**src/rtl/alu_arbiter.sv**
```systemverilog
// alu_arbiter: round-robin arbiter giving two requesters a shared ALU with an IDLE/EXEC/DONE handshake
module alu #(
  parameter int DSIZE = 16
) (
  input  logic [2:0]       op,
  input  logic [DSIZE-1:0] a,
  input  logic [DSIZE-1:0] b,
  input  logic [DSIZE-1:0] imm,
  output logic [DSIZE-1:0] y
);
  always_comb
    y = op == 3'd0 ? a + b :
        op == 3'd1 ? a - b :
        op == 3'd2 ? a & b :
        op == 3'd3 ? a ^ b :
        op == 3'd4 ? a << imm :
        op == 3'd5 ? a >> imm :
        op == 3'd6 ? DSIZE'(a <= b) :
        op == 3'd7 ? a * b : '0;
endmodule

module alu_arbiter #(
  parameter int DSIZE = 16
) (
  input  logic             clk,
  input  logic             rst,
  input  logic             r0_valid,
  output logic             r0_ready,
  input  logic [2:0]       r0_op,
  input  logic [DSIZE-1:0] r0_a,
  input  logic [DSIZE-1:0] r0_b,
  input  logic [DSIZE-1:0] r0_imm,
  input  logic             r1_valid,
  output logic             r1_ready,
  input  logic [2:0]       r1_op,
  input  logic [DSIZE-1:0] r1_a,
  input  logic [DSIZE-1:0] r1_b,
  input  logic [DSIZE-1:0] r1_imm,
  output logic             rsp_valid,
  input  logic             rsp_ready,
  output logic             rsp_id,
  output logic [DSIZE-1:0] rsp_data,
  output logic             busy
);
  localparam logic [1:0] IDLE = 2'd0;
  localparam logic [1:0] EXEC = 2'd1;
  localparam logic [1:0] DONE = 2'd2;
  logic [1:0]       state;
  logic             last_grant;
  logic [2:0]       op_q;
  logic [DSIZE-1:0] a_q, b_q, imm_q, alu_y;
  logic             id_q;
  logic             idle;
  assign idle     = state == IDLE && !rst;
  assign r0_ready = idle && r0_valid && (!r1_valid || last_grant);
  assign r1_ready = idle && r1_valid && (!r0_valid || !last_grant);
  assign busy     = state != IDLE && !rst;
  alu #(.DSIZE(DSIZE)) u_alu (
    .op (op_q),
    .a  (a_q),
    .b  (b_q),
    .imm(imm_q),
    .y  (alu_y)
  );
  always_ff @(posedge clk) begin
    if (rst) begin
      state      <= IDLE;
      rsp_valid  <= 1'b0;
      rsp_data   <= '0;
      rsp_id     <= 1'b0;
      last_grant <= 1'b1;
      op_q       <= '0;
      a_q        <= '0;
      b_q        <= '0;
      imm_q      <= '0;
      id_q       <= 1'b0;
    end else if (state == IDLE) begin
      if (r0_ready || r1_ready) begin
        op_q       <= r1_ready ? r1_op : r0_op;
        a_q        <= r1_ready ? r1_a : r0_a;
        b_q        <= r1_ready ? r1_b : r0_b;
        imm_q      <= r1_ready ? r1_imm : r0_imm;
        id_q       <= r1_ready;
        last_grant <= r1_ready;
        state      <= EXEC;
      end
    end else if (state == EXEC) begin
      rsp_data  <= alu_y;
      rsp_id    <= id_q;
      rsp_valid <= 1'b1;
      state     <= DONE;
    end else if (state == DONE) begin
      if (rsp_ready) begin
        rsp_valid <= 1'b0;
        state     <= IDLE;
      end
    end else begin
      state <= IDLE;
    end
  end
endmodule

```
**config.mk**
```make
export PLATFORM = sky130hd
export DESIGN_NAME = alu_arbiter
export DESIGN_NICKNAME = d
export VERILOG_FILES = /design/src/rtl/alu_arbiter.sv
export SDC_FILE = /design/constraint.sdc
export NUM_CORES = 1
export LEC_CHECK = 0
export BUFFER_PORTS_ARGS = -buffer_cell sky130_fd_sc_hd__buf_2
export CAP_MARGIN = 20
export CORE_ASPECT_RATIO = 1.1
export CORE_MARGIN = 4
export CORE_UTILIZATION = 55
export DETAILED_ROUTE_END_ITERATION = 16
export PLACE_DENSITY = 0.79
export SYNTH_ARGS = -nofsm -noshare
export SYNTH_HDL_FRONTEND = slang
export SYNTH_SLANG_ARGS = --single-unit
```
**constraint.sdc**
```tcl
create_clock -name clk -period 5.5 [get_ports clk]
set_clock_uncertainty 0.05 [all_clocks]
set_input_delay 0.55 -clock clk [delete_from_list [all_inputs] [get_ports clk]]
set_output_delay 0.55 -clock clk [all_outputs]
set_load 0.005 [all_outputs]
```
# After elaboration in Yosys (flattened, before gate mapping)

Cells that the tools add are included.

Register bits after elaboration: 73
Input port bits: 107

$add $sub $neg: 2
$mul: 1
Magnitude comparators: 1
Eq/ne operators: 11
Shifts and indexed selects: 2
Multiplexer cells: 20
Bitwise operators: 3
Reduce and logical (&&, ||, !) cells: 22

Operators with widths:

| kind                 | count |
|---|---|
| $mux W16             | 11 |
| $add A16 B16 Y16     | 1 |
| $and A16 B16 Y16     | 1 |
| $le A16 B16 Y1       | 1 |
| $mul A16 B16 Y16     | 1 |
| $shl A16 B16 Y16     | 1 |
| $shr A16 B16 Y16     | 1 |
| $sub A16 B16 Y16     | 1 |
| $xor A16 B16 Y16     | 1 |
| $eq A3 B3 Y1 const B | 4 |
| $mux W2              | 5 |
| $eq A3 B2 Y1 const B | 2 |
| $logic_and A1 B1 Y1  | 6 |
| $reduce_and A2 Y1    | 3 |
| $reduce_bool A2 Y1   | 3 |
| $logic_not A1 Y1     | 4 |
| $ne A4 B4 Y1 const B | 1 |
| $eq A3 B1 Y1 const B | 1 |
| $logic_not A3 Y1     | 1 |
| $logic_or A1 B1 Y1   | 3 |
| $mux W1              | 3 |
| $mux W3              | 1 |
| $reduce_and A3 Y1    | 1 |
| $eq A2 B1 Y1 const B | 1 |
| other kinds (4)      | 4 |

# Longest topological paths before layout

Depth in word-level cells: 9
Depth in mapped cells: 23
Gate-level depth less buffers: 21

# By module

From an unflattened synthesis, not the netlist that was laid out.

Cells, all modules: 1371
Area total of the unflattened synthesis: 10845.4 um2

By module, submodules not included:

| module      | times used | cells each | area each (um2) | seq. area each (um2) |
|---|---|---|---|---|
| alu         | 1          | 999        | 7484.7          | 0.0 |
| alu_arbiter | 1          | 372        | 3360.7          | 1461.4 |

# Least setup slack after synthesis

Ideal clock, no wire load.

Path type: register to register
Start: register a_q[1]
End: register rsp_data[15]
Setup time: 0.116 ns
Arrival: 5.535 ns
Required time: 5.334 ns
Slack: -0.201 ns
Cell stages (with the launch flop): 21
Buffers on the path: 1
Cell sequence: dfxtp_1 -> clkbuf_1 -> clkinv_1 -> nor2_1 -> fa_1 -> fa_1 -> ha_1 -> fa_1 -> inv_1 -> fa_1 -> fa_1 -> inv_1 -> ha_1 -> o21ai_0 -> a21oi_1 -> o21ai_0 -> o21a_1 -> o21ai_0 -> xnor2_1 -> a221o_1 -> o211a_1

Word-level cells in the longest chain between the ends: 9
Elaborated cells between the ends (all ways): 13
Classes of those cells: add/sub: 2; mul: 1; shift: 2; mux: 8

RTL lines:

| item                   | RTL line | RTL |
|---|---|---|
| from (decl)            | 51       | `logic [DSIZE-1:0] a_q, b_q, imm_q, alu_y;` |
| from (signal assigned) | 80       | `a_q <= r1_ready ? r1_a : r0_a;` |
| $mul A16 B16 Y16       | 19       | `op == 3'd7 ? a * b : '0;` |
| $mux W16               | 19       |  |
| $mux W16               | 18       | `op == 3'd6 ? DSIZE'(a <= b) :` |
| $mux W16               | 17       | `op == 3'd5 ? a >> imm :` |
| $mux W16               | 16       | `op == 3'd4 ? a << imm :` |
| $mux W16               | 15       | `op == 3'd3 ? a ^ b :` |
| $mux W16               | 14       | `op == 3'd2 ? a & b :` |
| $mux W16               | 13       | `op == 3'd1 ? a - b :` |
| $mux W16 (*)           | 12       | `y = op == 3'd0 ? a + b :` |
| to (signal assigned)   | 88       | `rsp_data <= alu_y;` |
| to (decl)              | 42       | `output logic [DSIZE-1:0] rsp_data,` |

Mark *: on every way between the ends. The rest lies on a longest branch, timed or not.
A chain may end at the register's enable or synchronous reset.

# Final worst setup path

Start: register b_q[4]
End: register rsp_data[13]

Word-level cells in the longest chain between the ends: 9
Elaborated cells between the ends (all ways): 11
Classes of those cells: add/sub: 2; mul: 1; mux: 8

RTL lines:

| item                   | RTL line | RTL |
|---|---|---|
| from (decl)            | 51       |  |
| from (signal assigned) | 81       | `b_q <= r1_ready ? r1_b : r0_b;` |
| $mul A16 B16 Y16       | 19       |  |
| $mux W16               | 19       |  |
| $mux W16               | 18       |  |
| $mux W16               | 17       |  |
| $mux W16               | 16       |  |
| $mux W16               | 15       |  |
| $mux W16               | 14       |  |
| $mux W16               | 13       |  |
| $mux W16 (*)           | 12       |  |

Marked as above.

==> impl_metrics.ini <==
[run_status]
run_status = finished, final reports clean

[critical_path]
crit_chain = buf_6 > and2_4 > fa_1 > inv_1 > fa_1 > fa_1 > inv_2 > ha_4 > fa_1 > inv_1 > fa_1 > inv_1 > ha_4 > nor2_1 > a21oi_2 > o21ai_2 > buf_6 > o2111ai_4 > o211a_1 > inv_1 > a211o_1 > a32o_1
r2r_cells = 22
timing.rr.start = b_q[4]$_SDFFE_PP0P_
crit_required_ns = 5.69
rrSetupSlack_ns = 0.08
path_max_fanout = 6
max_stage_delay_ns = 0.52
crit_top_cell = fa_1
critical_path_class = reg2reg
arrival_ns = 5.62
slowest_stage = fa_1
cp-end-kind = flip-flop
r2r_end = rsp_data[13]$_SDFFE_PP0P_
start_kind = flip-flop

[synth]
avgSynthCellArea_sq_um = 8.14
synthTopCellsByArea = fa_1, dfxtp_1, ha_1, mux2i_1, mux4_2
async_flop_share = 0
synthMuxAreaShare = 0.140
synth_xor_area_frac = 0.0380
synthAdderAreaFrac = 0.251
synth_edf_count = 0
synth-compound-area-share = 0.176
synthCells = 1317
yosys.area_share.simple = 0.167
synthFlopType = dfxtp_1
synth_fp_nets = 1590
synth_cell_types = 73
yosysTopAreaCell = fa_1
synth_most_common_cell = inv_1
synth_top_cells_by_count = inv_1, nor2_1, nand2_1
synth_top_family_by_area = adder cells
synth_top_area_frac = 0.153
yosysSeqAreaShare = 0.136
netlist_area_sq_um = 10700
ys_ff_latch = 73
yosys_warnings = 0

[die]
boundaryPins = 128
fp.coreArea_sq_um = 19200
start_util = 0.560
dieWidth_microns = 141
fp.dieArea_sq_um = 21800
rows = 53
die_h_microns = 154

[global_route]
first_global_vias = 10300
gr-total-overflow = 0
grt_max_degree = 73
grt_pass1_wl_mm = 54.8
gr-usage-all-layers = 0.318
antenna_found_initial = 0

[cts]
clk_latency_ns = 0.36
clock-sinks = 73
clk_path_buf_depth = 2
cts_buffers = 9
path_clk_slew_ns = 0.06
htreeDepth = 3
cts-root-buf = clkbuf_16
cts_tree = built

[power_and_ir_drop]
vdd_drop_max_mv = 0.185
power_density_nw_per_um2 = 212
power_leakage_nw = 5.39

[layout]
stdcell_count = 1700
fin_util = 0.653
syn_to_final_growth_pct = 16.7
drive_gt1_frac = 0.226
antenna_cells = 0
fin_nets = 1721

[route]
ant_nets = 0
wl_mm = 35.6
wire_per_inst_microns = 20.9
top_layer = met4
via_per_inst = 6.15
drt_pre_antenna_iters = 8
drc_errors = 0
num_vias = 10500
wl_met1_mm = 14.1
met2WireLength_mm = 16.2
wl_met3_mm = 3.14
drt_iter0_markers = 1054

[hold_path]
hp-start = rsp_data[12]$_SDFFE_PP0P_
holdPathEnd = rsp_data[12]$_SDFFE_PP0P_
min_path_cells = 2
min_path_type = reg2reg

[flow_run]
maxCapViolCount = 0

[placement]
gp_congestion = 1.04
numPortBuffers = 127
dp_slack_ns = -0.0872
place_hpwl_mm = 28.0
dp.cells = 1675

[timing]
final-setup-viol-count = 0
setup_tns_ns = 0
slew-limit-headroom = 0.328
hold_viol = 0
layout_setup_ws_ns = 0.0775
rsz0062_at_grt = yes
max_freq_mhz = 184
finalCritPeriodShare = 0.986
hold_slack_ns = 0.402
slew_violations = 0
tightest_slew_ns = 1.01
fin_crit_ns = 5.42
==> power by group <==
group | internal [W] | switching [W] | leakage, nW
Sequential | 0.000593 | 0.0000928 | 0.610
Combinational | 0.000578 | 0.000789 | 4.64
Clock | 0.000353 | 0.000248 | 0.139
==> stage by stage <==
stage / cell area [sq um] / power (W)
detailed placement: 11900 / 0.00197
CTS: 12200 / 0.00257
finish: 12500 / 0.00265
floorplan: 10700 / 0.00154
global placement: 11900 / 0.00195
global route: 12500 / 0.00280
==> area by class of cell <==
| cell class | instances | area (sq um) |
|---|---|---|
| Sequential cell | 73 | 1520 |
| Multi-Input combinational cell | 991 | 8480 |
| Inverter | 155 | 583 |
| Clock buffer | 10 | 229 |
| Tap cell | 247 | 309 |
| Clock inverter | 6 | 67.6 |
| Timing Repair Buffer | 218 | 1340 |
| Fill cell | 1583 | 6640 |
==> worst max-delay path: cells and delay by family, from the launching register on <==
family / cells / cell delay, ns
AND/OR/NAND/NOR: 2 / 0.19
adder cells (fa/ha/maj): 7 / 2.99
buffers and inverters: 7 / 0.55
flip-flops: 1 / 0.37
AO/OA/AOI/OAI: 6 / 1.15
==> per-layer routing <==
layer | global-route usage | vias up
met5 | 0 | -
met1 | 0.415 | 4987
met4 | 0.166 | 0
met3 | 0.0652 | 137
met2 | 0.498 | 552
li1 | - | 4779
==> cells by family after synthesis <==
logic type / after synthesis
buffers and inverters: 253
adder cells (fa/ha/maj): 166
AO/OA/AOI/OAI: 281
flip-flops: 73
XOR/XNOR: 45
multiplexers: 112
AND/OR/NAND/NOR: 387
==> flip-flops by register name (all words and copies together), names as in the netlist <==
signal,flops
b_q,16
rsp_valid,1
id_q,1
state,2
last_grant,1
a_q,16
rsp_data,16
rsp_id,1
op_q,3
imm_q,16
==> how the worst max path moves through the flow <==
stage | from | end | cells after the start | slack, ns
global route | b_q[4]$_SDFFE_PP0P_ | rsp_data[13]$_SDFFE_PP0P_ | 22 | -0.05
CTS | a_q[5]$_SDFFE_PP0P_ | rsp_data[15]$_SDFFE_PP0P_ | 19 | 0.006
global placement | a_q[6]$_SDFFE_PP0P_ | rsp_data[12]$_SDFFE_PP0P_ | 19 | 0.02
detailed placement | b_q[2]$_SDFFE_PP0P_ | rsp_data[13]$_SDFFE_PP0P_ | 20 | -0.09
floorplan | a_q[4]$_SDFFE_PP0P_ | rsp_data[15]$_SDFFE_PP0P_ | 20 | 0.02
finish | b_q[4]$_SDFFE_PP0P_ | rsp_data[13]$_SDFFE_PP0P_ | 22 | 0.08
==> placed cells by master, fill, tap and decap left out, types with 7 or more instances in the layout <==
master     synthesis  final
nand3_1           11     10
a21oi_1           58     56
nor3_1            23     23
inv_1            153    149
nor2b_1           13     13
clkbuf_16          0      9
dfxtp_1           73     54
ha_1              84     73
nand2b_1          17     17
nand2_1          111    110
o211ai_1           9      9
fa_1              82     77
o21ai_0           55     51
buf_4              1     87
buf_2             11    127
nor2_1           135    133
xnor2_1           30     29
o21a_1            11     11
mux2i_1           79     79
a211oi_1          59     59
a31oi_1           10     10
and2_1            49     43
xor2_1            14     14
o21bai_1           8      8
a21o_1             7      7
mux4_2            26     26
dfxtp_4            0     12
dfxtp_2            0      7
==> timing repair <==
item | 4_1_cts | 5_1_grt
pin swaps | 2 | 25
endpoints found under the setup margin | 4 | 8
hold endpoints to repair | 0 | 0
gates resized for setup | 10 | 71
hold buffers | 0 | 0
buffers inserted | 0 | 9
(Power assumes the default switching activity.)
